File: config.mk
export PLATFORM = sky130hd
export DESIGN_NAME = jt900h_busseq_flat
export DESIGN_NICKNAME = d
export VERILOG_FILES = /design/src/rtl/jt900h_busseq_if.sv /design/src/rtl/jt900h_busseq.sv /design/src/flat_wrapper.sv
export SDC_FILE = /design/constraint.sdc
export NUM_CORES = 1
export LEC_CHECK = 0
export BUFFER_PORTS_ARGS = -buffer_cell sky130_fd_sc_hd__buf_2
export CORE_ASPECT_RATIO = 0.9
export CORE_MARGIN = 2
export CORE_UTILIZATION = 59
export CTS_CLUSTER_DIAMETER = 80
export DETAILED_ROUTE_END_ITERATION = 10
export PLACE_DENSITY = 0.95
export SKIP_CTS_REPAIR_TIMING = 1
export SYNTH_ARGS = -nofsm -noshare
export SYNTH_HDL_FRONTEND = slang
export SYNTH_SLANG_ARGS = --single-unit
File: constraint.sdc
create_clock -name clk -period 7.5 [get_ports clk]
set_input_delay 1.5 -clock clk [delete_from_list [all_inputs] [get_ports clk]]
set_output_delay 1.5 -clock clk [all_outputs]
set_load 0.01 [all_outputs]
File: src/rtl/jt900h_busseq_if.sv
// Requester handshakes and external 16-bit bus of the JT900H bus sequencer.
// The sequencer uses the slave modport. A requester/bus model uses the master modport.
`timescale 1ns/1ps
interface jt900h_busseq_if;
  logic        fetch_req;
  logic [23:0] fetch_addr;
  logic        fetch_ack;
  logic [15:0] fetch_data;
  logic        op_req;
  logic        op_we;
  logic [1:0]  op_size;
  logic [23:0] op_addr;
  logic [31:0] op_wdata;
  logic        op_ack;
  logic [31:0] op_rdata;
  logic        busy;
  logic [23:0] bus_addr;
  logic        bus_cs;
  logic        bus_we;
  logic [1:0]  bus_dsn;
  logic [15:0] bus_dout;
  logic [15:0] bus_din;
  logic        bus_ok;

  modport slave (
    input  fetch_req, fetch_addr, op_req, op_we, op_size, op_addr, op_wdata,
           bus_din, bus_ok,
    output fetch_ack, fetch_data, op_ack, op_rdata, busy,
           bus_addr, bus_cs, bus_we, bus_dsn, bus_dout
  );

  modport master (
    output fetch_req, fetch_addr, op_req, op_we, op_size, op_addr, op_wdata,
           bus_din, bus_ok,
    input  fetch_ack, fetch_data, op_ack, op_rdata, busy,
           bus_addr, bus_cs, bus_we, bus_dsn, bus_dout
  );
endinterface

File: src/rtl/jt900h_busseq.sv
// JT900H memory bus sequencer: arbitrates opcode fetch vs operand access on a
// shared 16-bit bus and splits unaligned 8/16/32-bit operands into byte/word cycles.
`timescale 1ns/1ps
module jt900h_busseq (
  input  logic           clk,
  input  logic           rst_n,
  jt900h_busseq_if.slave bus
);

  typedef enum logic [1:0] {IDLE, FETCH, OPER} state_t;

  // One bus sub-cycle: word-aligned address, active-low lane strobes, lane data.
  typedef struct packed {
    logic [23:0] addr;
    logic [1:0]  dsn;
    logic [15:0] dout;
    logic        word;
  } sub_t;

  // Sub-cycle at byte offset 'off' of an access of 'nbytes' bytes starting at 'base'.
  // A word cycle is used whenever the current byte is even and two or more bytes remain.
  function automatic sub_t sub_desc(input logic [23:0] base, input logic [1:0] off,
                                    input logic [2:0] nbytes, input logic [31:0] wdata);
    sub_t       d;
    logic [23:0] ba;
    logic [2:0]  rem;
    logic [7:0]  b0;
    logic [7:0]  b1;
    ba     = base + {22'd0, off};
    rem    = nbytes - {1'b0, off};
    b0     = 8'(wdata >> {off, 3'b000});
    b1     = 8'(wdata >> ({off, 3'b000} + 5'd8));
    d.addr = {ba[23:1], 1'b0};
    d.word = !ba[0] && (rem >= 3'd2);
    if (d.word) begin
      d.dsn  = 2'b00;
      d.dout = {b1, b0};
    end else if (ba[0]) begin
      d.dsn  = 2'b01;
      d.dout = {b0, 8'h00};
    end else begin
      d.dsn  = 2'b10;
      d.dout = {8'h00, b0};
    end
    return d;
  endfunction

  state_t      state_q, state_d;
  logic        last_op_q, last_op_d;      // 1 = operand path was granted last
  logic        we_q, we_d;
  logic [23:0] a_q, a_d;
  logic [31:0] wdata_q, wdata_d;
  logic [2:0]  nbytes_q, nbytes_d;
  logic [1:0]  last_sub_q, last_sub_d;
  logic [1:0]  sub_q, sub_d;
  logic [1:0]  off_q, off_d;
  logic [23:0] bus_addr_q, bus_addr_d;
  logic        bus_cs_q, bus_cs_d;
  logic        bus_we_q, bus_we_d;
  logic [1:0]  bus_dsn_q, bus_dsn_d;
  logic [15:0] bus_dout_q, bus_dout_d;
  logic        fetch_ack_q, fetch_ack_d;
  logic [15:0] fetch_data_q, fetch_data_d;
  logic        op_ack_q, op_ack_d;
  logic [31:0] op_rdata_q, op_rdata_d;
  logic        busy_q, busy_d;

  logic [2:0]  nb_gnt;
  logic [1:0]  last_gnt;
  sub_t        gnt_sub, cur_sub, nxt_sub;
  logic [1:0]  off_nxt;
  logic [7:0]  lo_byte;
  logic [31:0] rd_merge;

  assign gnt_sub = sub_desc(bus.op_addr, 2'd0, nb_gnt, bus.op_wdata);
  assign cur_sub = sub_desc(a_q, off_q, nbytes_q, wdata_q);
  assign off_nxt = off_q + (cur_sub.word ? 2'd2 : 2'd1);
  assign nxt_sub = sub_desc(a_q, off_nxt, nbytes_q, wdata_q);
  // A lone byte comes from whichever lane its address parity selects.
  assign lo_byte = (cur_sub.dsn == 2'b01) ? bus.bus_din[15:8] : bus.bus_din[7:0];

  // Place the returned lane(s) into the read buffer at the running byte offset.
  for (genvar gi = 0; gi < 4; gi++) begin : g_merge
    assign rd_merge[gi*8 +: 8] =
      (off_q == 2'(gi))                        ? lo_byte :
      (cur_sub.word && (off_q + 2'd1 == 2'(gi))) ? bus.bus_din[15:8] :
                                                  op_rdata_q[gi*8 +: 8];
  end

  // Byte count and index of the final sub-cycle for the operand being granted.
  always_comb begin
    nb_gnt   = 3'd4;
    last_gnt = bus.op_addr[0] ? 2'd2 : 2'd1;
    case (bus.op_size)
      2'd0: begin
        nb_gnt   = 3'd1;
        last_gnt = 2'd0;
      end
      2'd1: begin
        nb_gnt   = 3'd2;
        last_gnt = {1'b0, bus.op_addr[0]};
      end
      default: ;
    endcase
  end

  // Arbitration, sub-cycle sequencing and next values of all bus/result registers.
  always_comb begin
    state_d      = state_q;
    last_op_d    = last_op_q;
    we_d         = we_q;
    a_d          = a_q;
    wdata_d      = wdata_q;
    nbytes_d     = nbytes_q;
    last_sub_d   = last_sub_q;
    sub_d        = sub_q;
    off_d        = off_q;
    bus_addr_d   = bus_addr_q;
    bus_cs_d     = bus_cs_q;
    bus_we_d     = bus_we_q;
    bus_dsn_d    = bus_dsn_q;
    bus_dout_d   = bus_dout_q;
    fetch_ack_d  = 1'b0;
    fetch_data_d = fetch_data_q;
    op_ack_d     = 1'b0;
    op_rdata_d   = op_rdata_q;
    busy_d       = busy_q;
    case (state_q)
      IDLE: begin
        // No grant in an ack cycle: the requester may still hold req while it sees the ack.
        if (!fetch_ack_q && !op_ack_q) begin
          if (bus.op_req && (!bus.fetch_req || !last_op_q)) begin
            state_d    = OPER;
            last_op_d  = 1'b1;
            we_d       = bus.op_we;
            a_d        = bus.op_addr;
            wdata_d    = bus.op_wdata;
            nbytes_d   = nb_gnt;
            last_sub_d = last_gnt;
            sub_d      = 2'd0;
            off_d      = 2'd0;
            bus_addr_d = gnt_sub.addr;
            bus_cs_d   = 1'b1;
            bus_we_d   = bus.op_we;
            bus_dsn_d  = gnt_sub.dsn;
            bus_dout_d = bus.op_we ? gnt_sub.dout : 16'h0000;
            busy_d     = 1'b1;
            if (!bus.op_we) op_rdata_d = 32'h0;
          end else if (bus.fetch_req) begin
            state_d    = FETCH;
            last_op_d  = 1'b0;
            bus_addr_d = {bus.fetch_addr[23:1], 1'b0};
            bus_cs_d   = 1'b1;
            bus_we_d   = 1'b0;
            bus_dsn_d  = 2'b00;
            bus_dout_d = 16'h0000;
            busy_d     = 1'b1;
          end
        end
      end
      FETCH: begin
        if (bus.bus_ok) begin
          fetch_data_d = bus.bus_din;
          fetch_ack_d  = 1'b1;
          state_d      = IDLE;
          bus_cs_d     = 1'b0;
          bus_we_d     = 1'b0;
          bus_dsn_d    = 2'b11;
          busy_d       = 1'b0;
        end
      end
      OPER: begin
        if (bus.bus_ok) begin
          if (!we_q) op_rdata_d = rd_merge;
          if (sub_q == last_sub_q) begin
            op_ack_d  = 1'b1;
            state_d   = IDLE;
            bus_cs_d  = 1'b0;
            bus_we_d  = 1'b0;
            bus_dsn_d = 2'b11;
            busy_d    = 1'b0;
          end else begin
            sub_d      = sub_q + 2'd1;
            off_d      = off_nxt;
            bus_addr_d = nxt_sub.addr;
            bus_dsn_d  = nxt_sub.dsn;
            bus_dout_d = we_q ? nxt_sub.dout : 16'h0000;
          end
        end
      end
      default: state_d = IDLE;
    endcase
  end

  // State register; reset abandons any transaction in flight without an ack.
  always_ff @(posedge clk or negedge rst_n) begin
    if (!rst_n) begin
      state_q      <= IDLE;
      last_op_q    <= 1'b0;
      we_q         <= 1'b0;
      a_q          <= 24'h0;
      wdata_q      <= 32'h0;
      nbytes_q     <= 3'd1;
      last_sub_q   <= 2'd0;
      sub_q        <= 2'd0;
      off_q        <= 2'd0;
      bus_addr_q   <= 24'h0;
      bus_cs_q     <= 1'b0;
      bus_we_q     <= 1'b0;
      bus_dsn_q    <= 2'b11;
      bus_dout_q   <= 16'h0;
      fetch_ack_q  <= 1'b0;
      fetch_data_q <= 16'h0;
      op_ack_q     <= 1'b0;
      op_rdata_q   <= 32'h0;
      busy_q       <= 1'b0;
    end else begin
      state_q      <= state_d;
      last_op_q    <= last_op_d;
      we_q         <= we_d;
      a_q          <= a_d;
      wdata_q      <= wdata_d;
      nbytes_q     <= nbytes_d;
      last_sub_q   <= last_sub_d;
      sub_q        <= sub_d;
      off_q        <= off_d;
      bus_addr_q   <= bus_addr_d;
      bus_cs_q     <= bus_cs_d;
      bus_we_q     <= bus_we_d;
      bus_dsn_q    <= bus_dsn_d;
      bus_dout_q   <= bus_dout_d;
      fetch_ack_q  <= fetch_ack_d;
      fetch_data_q <= fetch_data_d;
      op_ack_q     <= op_ack_d;
      op_rdata_q   <= op_rdata_d;
      busy_q       <= busy_d;
    end
  end

  assign bus.fetch_ack  = fetch_ack_q;
  assign bus.fetch_data = fetch_data_q;
  assign bus.op_ack     = op_ack_q;
  assign bus.op_rdata   = op_rdata_q;
  assign bus.busy       = busy_q;
  assign bus.bus_addr   = bus_addr_q;
  assign bus.bus_cs     = bus_cs_q;
  assign bus.bus_we     = bus_we_q;
  assign bus.bus_dsn    = bus_dsn_q;
  assign bus.bus_dout   = bus_dout_q;

  // Fetch is always word-aligned; the word flag only matters for the current sub-cycle.
  logic unused_bits;
  assign unused_bits = ^{bus.fetch_addr[0], gnt_sub.word, nxt_sub.word};

endmodule

File: src/flat_wrapper.sv
// flat-port wrapper written by rule: the top's interface ports become plain ports
module jt900h_busseq_flat 
  (clk, rst_n, bus_fetch_req, bus_fetch_addr, bus_op_req, bus_op_we, bus_op_size, bus_op_addr, bus_op_wdata, bus_bus_din, bus_bus_ok, bus_fetch_ack, bus_fetch_data, bus_op_ack, bus_op_rdata, bus_busy, bus_bus_addr, bus_bus_cs, bus_bus_we, bus_bus_dsn, bus_bus_dout);
  jt900h_busseq_if bus_i ();
  input  logic clk;
  input  logic rst_n;
  input wire logic [$bits(bus_i.fetch_req)-1:0] bus_fetch_req;
  input wire logic [$bits(bus_i.fetch_addr)-1:0] bus_fetch_addr;
  input wire logic [$bits(bus_i.op_req)-1:0] bus_op_req;
  input wire logic [$bits(bus_i.op_we)-1:0] bus_op_we;
  input wire logic [$bits(bus_i.op_size)-1:0] bus_op_size;
  input wire logic [$bits(bus_i.op_addr)-1:0] bus_op_addr;
  input wire logic [$bits(bus_i.op_wdata)-1:0] bus_op_wdata;
  input wire logic [$bits(bus_i.bus_din)-1:0] bus_bus_din;
  input wire logic [$bits(bus_i.bus_ok)-1:0] bus_bus_ok;
  output wire logic [$bits(bus_i.fetch_ack)-1:0] bus_fetch_ack;
  output wire logic [$bits(bus_i.fetch_data)-1:0] bus_fetch_data;
  output wire logic [$bits(bus_i.op_ack)-1:0] bus_op_ack;
  output wire logic [$bits(bus_i.op_rdata)-1:0] bus_op_rdata;
  output wire logic [$bits(bus_i.busy)-1:0] bus_busy;
  output wire logic [$bits(bus_i.bus_addr)-1:0] bus_bus_addr;
  output wire logic [$bits(bus_i.bus_cs)-1:0] bus_bus_cs;
  output wire logic [$bits(bus_i.bus_we)-1:0] bus_bus_we;
  output wire logic [$bits(bus_i.bus_dsn)-1:0] bus_bus_dsn;
  output wire logic [$bits(bus_i.bus_dout)-1:0] bus_bus_dout;
  assign bus_i.fetch_req = bus_fetch_req;
  assign bus_i.fetch_addr = bus_fetch_addr;
  assign bus_i.op_req = bus_op_req;
  assign bus_i.op_we = bus_op_we;
  assign bus_i.op_size = bus_op_size;
  assign bus_i.op_addr = bus_op_addr;
  assign bus_i.op_wdata = bus_op_wdata;
  assign bus_i.bus_din = bus_bus_din;
  assign bus_i.bus_ok = bus_bus_ok;
  assign bus_fetch_ack = bus_i.fetch_ack;
  assign bus_fetch_data = bus_i.fetch_data;
  assign bus_op_ack = bus_i.op_ack;
  assign bus_op_rdata = bus_i.op_rdata;
  assign bus_busy = bus_i.busy;
  assign bus_bus_addr = bus_i.bus_addr;
  assign bus_bus_cs = bus_i.bus_cs;
  assign bus_bus_we = bus_i.bus_we;
  assign bus_bus_dsn = bus_i.bus_dsn;
  assign bus_bus_dout = bus_i.bus_dout;
  jt900h_busseq u_core (.clk(clk), .rst_n(rst_n), .bus(bus_i));
endmodule
==> reports/qor.csv, run 1 <==
metric,value,unit
status,finished clean,
async_flop_share,1.00,
drc,0,
drt_first_pass_iters,6,
clk_transition_reported_paths,0.07,ns
pin_count,199,
grt-ovfl-total,0,
htreeDepth,4,
worstSetupPathType,register to register,
r2r_start,u_core.off_q[0]$_DFFE_PN0P_,
cp_slowest_cell,a211oi_1,
grt_pass1_wl,36500,um
use_met2,0.488,
use_met1,0.388,
drive_above_1_share,0.344,
avgSynthCellArea,10.4,um^2
combPwrFrac,0.523,
top_usage_layer,met2,
synth_ff_type,dfrtp_1,
power.internal,2.97,mW
syn_inst,815,
wl_per_cell,19.2,um
vias,7297,
period_share,0.670,
initialDrtViolationCount,641,
hp-class,register to register,
regToRegEndpoint,u_core.bus.bus_dout[12]$_DFFE_PN0P_,
slew_violations,0,
syn_area,8460,um^2
fill_cells,932,
crit_buf_inv,1,
critical_path.top_delay_family,compound AO/OA/AOI/OAI gates,
cp-start-kind,register,
worstSkewPairLatency,0.43,ns
cts_buffer_depth,2,
cts_tree,built,
critPathArrivalTime,5.39,ns
initial_core_util,0.604,
root_buffer,clkbuf_16,
cp_cell_sequence,ha_1 > fa_1 > xnor2_1 > a21boi_4 > inv_1 > ha_1 > xnor2_1 > xnor2_2 > fa_1 > xnor2_1 > a211oi_1 > nand3_1 > mux2i_1 > a22o_1 > o22a_1,
fp.dieW,130,um
p_per_area,506,nW/um^2
holdPathStages,1,
gp_congestion,0.851,
cts_sinks,162,
switching_share,0.424,
coreArea,14000,um^2
placementRows,41,
dp_hpwl,15800,um
vdd_drop_max,0.000356,V
fin_setup_tns,0,ns
maxCapViolCount,0,
numCtsBuffers,17,
cp_slowest_stage_delay,0.71,ns
cp.depth,15,
yosys_warnings,0,
nets,1112,
critPathCaptureType,register,
via_per_inst,6.06,
worst-path-max-fanout,10,
reg2regPathDepth,15,
seqPwrFrac,0.311,
period_needed,5.03,ns
drt_wl_total,23100,um
p_sw,2.19,mW
grt_antenna_before_repair,3,
io_buffer_count,196,
worstMarginPinSlew,1.15,ns
skew,0.0132,ns
path_common_cell,xnor2_1,
die_y,118,um
setup_violations,0,
grt_start_max_net_pins,91,
power.leakage,4.79,nW
p_clk_frac,0.167,
track_usage,0.307,
ys_seq_elements,162,
synth-edff-count,0,
rsz0062_at_grt,no,
grt_pass1_vias,7183,
hold_viol,0,
synthTopCellsByArea,"dfrtp_1 (47%), mux2_2 (13%), mux2i_1 (4.4%)",
r2r_slack,2.47,ns
antenna_left,0,
worstPathRequired,7.86,ns
final_util,0.727,
max_clock_freq,199,MHz
min_from,u_core.bus.bus_addr[12]$_DFFE_PN0P_,
slew_headroom,0.230,
area_delta_synth_final,20.4,%
ys_types,54,
seq_area_frac_synth,0.480,
yosys.area.top_type_share,0.470,
synth_largest_area_cell,dfrtp_1,
worst_hold_path.endpoint,u_core.bus.bus_addr[12]$_DFFE_PN0P_,
met3_usage,0.0814,
synth.net_count,931,
dieArea,15300,um^2
## cell families after synthesis
group           count (synthesis)  synth area share
compound gates                197             0.140
xor+xnor                       28            0.0312
fa+ha+maj                      12            0.0204
buf+inv                        53            0.0251
flops                         162             0.480
mux                           138             0.185
other cells                     1          0.000443
simple gates                  224             0.119
## routing by layer
layer | share of wire | up-vias | wire length, um
met4 | 0.041 | 0 | 944
li1 | - | 3286 | -
met1 | 0.39 | 3500 | 9050
met3 | 0.090 | 91 | 2090
met2 | 0.48 | 420 | 11100
met5 | 0 | - | 0
## area by class of cell
class	count	area (um^2)	area share
antenna	3	7.51	0.000737
clock buffer	20	457	0.0448
clock inverter	12	131	0.0129
inverter	12	45.0	0.00442
multi-input combinational	600	4210	0.413
sequential	162	4060	0.398
tap	193	241	0.0237
timing repair buffer	203	1040	0.102
## worst max-delay path by stage
stage,startpoint,endpoint
2_1_floorplan,u_core.nbytes_q[0]$_DFFE_PN1P_,u_core.bus.bus_dout[11]$_DFFE_PN0P_
3_3_place_gp,u_core.off_q[0]$_DFFE_PN0P_,u_core.bus.bus_addr[22]$_DFFE_PN0P_
3_5_place_dp,u_core.off_q[0]$_DFFE_PN0P_,u_core.bus.bus_addr[16]$_DFFE_PN0P_
4_1_cts,u_core.off_q[0]$_DFFE_PN0P_,u_core.bus.bus_dout[12]$_DFFE_PN0P_
5_1_grt,u_core.off_q[0]$_DFFE_PN0P_,u_core.bus.bus_addr[16]$_DFFE_PN0P_
6_report,u_core.off_q[0]$_DFFE_PN0P_,u_core.bus.bus_dout[12]$_DFFE_PN0P_
## power groups by stage
stage	clock (mW)	combinational, mW	sequential [mW]
CTS	0.867	2.66	1.59
global route	0.901	2.92	1.65
detailed placement	0	2.62	1.59
finish	0.861	2.70	1.60
floorplan	0	1.83	1.62
global placement	0	2.52	1.56
## metrics by stage
step / power, mW / cells / cell area (um^2) / hold WS [ns] / setup WS, ns
floorplan: 3.45 / 815 / 8460 / 0.468 / 3.16
global placement: 4.08 / 1170 / 9590 / 0.456 / 2.86
detailed placement: 4.21 / 1170 / 9590 / 0.463 / 2.72
CTS: 5.12 / 1202 / 10200 / 0.476 / 2.60
global route: 5.47 / 1205 / 10200 / 0.505 / 2.30
finish: 5.16 / 1205 / 10200 / 0.473 / 2.47
## cell usage in the layout (no fill, tap or decap), types with 4 or more instances in the layout
master	Yosys	layout
inv_1	11	11
nor3_1	13	13
nor2_1	57	57
and3_1	8	8
mux2i_1	37	37
nand3_1	16	16
xnor2_1	16	15
mux4_2	5	5
nor3b_1	10	10
nand4_1	5	5
buf_2	2	195
dfrtp_1	159	159
o22a_1	11	11
clkinvlp_4	0	4
a221o_1	4	4
nand2_1	98	97
a21o_1	9	9
buf_4	3	7
mux2_2	96	96
nand2b_1	4	4
o21ai_0	72	72
ha_1	9	8
a21oi_1	67	67
a22oi_1	4	4
o211ai_1	8	8
clkbuf_16	0	17
xor2_1	11	11
## synthesized netlist by cell type (all sizes together) (9+ instances only)
cell type,count
nor3b,10
a21oi,67
o22a,11
nand2,98
a21o,9
o21ai,72
clkbuf,35
mux2,96
ha,9
nor3,13
inv,12
nand3,16
dfrtp,159
xnor2,17
xor2,11
nor2,57
mux2i,37
## registers in the layout, indices dropped and copies added (netlist names)
| signal | count |
|---|---|
| u_core.bus.op_rdata | 32 |
| u_core.wdata_q | 32 |
| u_core.a_q | 24 |
| u_core.bus.bus_addr | 23 |
| u_core.bus.bus_dout | 16 |
| u_core.bus.fetch_data | 16 |
| u_core.nbytes_q | 3 |
| u_core.bus.bus_dsn | 2 |
| u_core.last_sub_q | 2 |
| u_core.off_q | 2 |
| u_core.state_q | 2 |
| u_core.sub_q | 2 |
| u_core.bus.bus_cs | 1 |
| u_core.bus.bus_we | 1 |
| u_core.bus.fetch_ack | 1 |
| u_core.bus.op_ack | 1 |
| u_core.last_op_q | 1 |
| u_core.we_q | 1 |
Note: power is estimated with default switching activity, not from simulation.
==> run 2, diff against run 1 <==
CORE_UTILIZATION = 54   (was 59)
PLACE_DENSITY = 0.89   (was 0.95)
clock period = 4.98 ns   (was 7.5 ns; I/O delays follow)
==> reports/qor.csv, run 2 (synthesized netlist as in run 1, its figures left out) <==
metric,value,unit,change
critPathCaptureType,register,,
drc,0,,unchanged
worstPathRequired,5.30,ns,-2.56 ns
maxCapViolCount,0,,unchanged
worstSetupPathType,register to register,,
cts_tree,built,,
cp_slowest_cell,ha_1,,
placementRows,43,,+4.9%
drt_wl_total,22000,um,-4.8%
hold_viol,0,,unchanged
htreeDepth,4,,unchanged
nets,1117,,+0.45%
reg2regPathDepth,14,,-1
power,7.92,mW,+53%
r2r_slack,0.42,ns,-2.05 ns
critPathArrivalTime,4.88,ns,-0.51 ns
power.leakage,4.86,nW,+1.3%
grt_start_max_net_pins,106,,+16%
period_share,0.916,,+0.245
skew,0.00953,ns,-0.00368 ns
grt_pass1_wl,34900,um,-4.2%
worst-path-max-fanout,13,,+3
worstMarginPinSlew,1.10,ns,-0.0474 ns
slew_violations,0,,unchanged
fp.dieW,136,um,+4.4%
period_needed,4.56,ns,-0.467 ns
via_per_inst,5.86,,-3.3%
setup_violations,0,,unchanged
coreArea,15400,um^2,+9.9%
drive_above_1_share,0.347,,+0.00293
rsz0062_at_grt,no,,
pin_count,199,,unchanged
critical_path.top_delay_family,adder cells,,
cp.depth,14,,-1
root_buffer,clkbuf_16,,
grt_pass1_vias,6909,,-3.8%
initialDrtViolationCount,536,,-16%
crit_buf_inv,2,,+1
holdPathStages,1,,unchanged
grt_antenna_before_repair,0,,-3
area_delta_synth_final,21.6,%,
grt-ovfl-total,0,,unchanged
holdWs,0.470,ns,-0.00242 ns
clk_transition_reported_paths,0.06,ns,about the same
vias,7111,,-2.5%
die_y,123,um,+4.4%
io_buffer_count,196,,unchanged
final_util,0.669,,-0.0588
status,finished clean,,
dp_hpwl,15600,um,-1.5%
initial_core_util,0.550,,-0.0543
diodes,0,,-3
final_cell_mix,"buf_2 (195), dfrtp_1 (159), nand2_1 (97)",,
numCtsBuffers,17,,unchanged
fin_setup_tns,0,ns,unchanged
gp_congestion,0.931,,+9.4%
track_usage,0.271,,-0.0359
worstSkewPairLatency,0.42,ns,about the same
cts_sinks,162,,unchanged
path_common_cell,ha_1,,
cts_buffer_depth,2,,unchanged
drt_first_pass_iters,8,,+2
final_common_cell,buf_2,,
dieArea,16700,um^2,+9.0%
max_clock_freq,219,MHz,+10%
cp_cell_sequence,inv_1 > ha_1 > fa_1 > xnor2_1 > a21boi_4 > inv_1 > ha_1 > ha_1 > fa_1 > nand3_1 > nor3_1 > nand4_1 > xor2_1 > o21ai_0,,
cp-start-kind,register,,
antenna_left,0,,unchanged
p_per_area,770,nW/um^2,+52%
cp_slowest_stage_delay,0.65,ns,-0.06 ns
vdd_drop_max,0.000453,V,+27%
hp-class,register to register,,
slew_headroom,0.262,,+0.0317
wl_per_cell,18.1,um,-5.5%
-- run 2: changes by cell type in the layout (fill, tap and decap cells not counted), sizes merged --
cell      delta
diode        -3
bufinv       +3
inv          -2
clkinvlp     -3
buf          +5
-- run 2: routing by layer --
metal / vias to the layer above / global-route usage / share of wire
met3: 69 / 0.0715 / 0.084
met2: 341 / 0.420 / 0.46
met4: 0 / 0.127 / 0.037
met1: 3412 / 0.360 / 0.42
li1: 3289 / - / -
met5: - / 0 / 0
-- run 2: worst reg2reg max path, delay by kind of cell, from the launching register on --
| family | cells | cell delay [ns] |
|---|---|---|
| AND/OR/NAND/NOR | 3 | 1.03 |
| adder cells (fa/ha/maj) | 5 | 1.88 |
| flip-flops | 1 | 0.52 |
| AO/OA/AOI/OAI | 2 | 0.50 |
| buffers and inverters | 2 | 0.19 |
| XOR/XNOR | 2 | 0.36 |
-- run 2: area by class of cell --
| class | count | area (um^2) |
|---|---|---|
| flip-flops and latches | 162 | 4060 |
| multi-input cells | 600 | 4210 |
| fillers | 1164 | 5100 |
| clock buffers | 20 | 467 |
| inverters | 12 | 45.0 |
| repair buffers | 208 | 1080 |
| clock inverters | 10 | 181 |
| well taps | 202 | 253 |
-- run 2: final timing paths --
kind | from | endpoint
max in group asynchronous | rst_n | u_core.bus.bus_addr[5]$_DFFE_PN0P_
min reg2reg | u_core.bus.bus_addr[10]$_DFFE_PN0P_ | u_core.bus.bus_addr[10]$_DFFE_PN0P_
min | u_core.bus.bus_addr[10]$_DFFE_PN0P_ | u_core.bus.bus_addr[10]$_DFFE_PN0P_
max | u_core.nbytes_q[0]$_DFFE_PN1P_ | u_core.bus.bus_addr[22]$_DFFE_PN0P_
min in group asynchronous | rst_n | u_core.bus.op_rdata[27]$_DFFE_PN0P_
max reg2reg | u_core.nbytes_q[0]$_DFFE_PN1P_ | u_core.bus.bus_addr[22]$_DFFE_PN0P_
-- run 2: stage by stage --
| step | setup slack, ns | area [um^2] | std cells |
|---|---|---|---|
| after CTS | 0.482 | 10300 | 1214 |
| after global placement | 0.755 | 9640 | 1184 |
| after floorplan | 0.645 | 8460 | 815 |
| final | 0.420 | 10300 | 1214 |
| after global routing | 0.213 | 10300 | 1214 |
| after detailed placement | 0.588 | 9640 | 1184 |
-- run 2: report_power, final --
group | switching, mW | internal, mW | leakage (nW)
clock | 0.520 | 0.922 | 0.318
sequential | 0.453 | 1.94 | 2.00
combinational | 2.26 | 1.82 | 2.54
total | 3.24 | 4.68 | 4.86
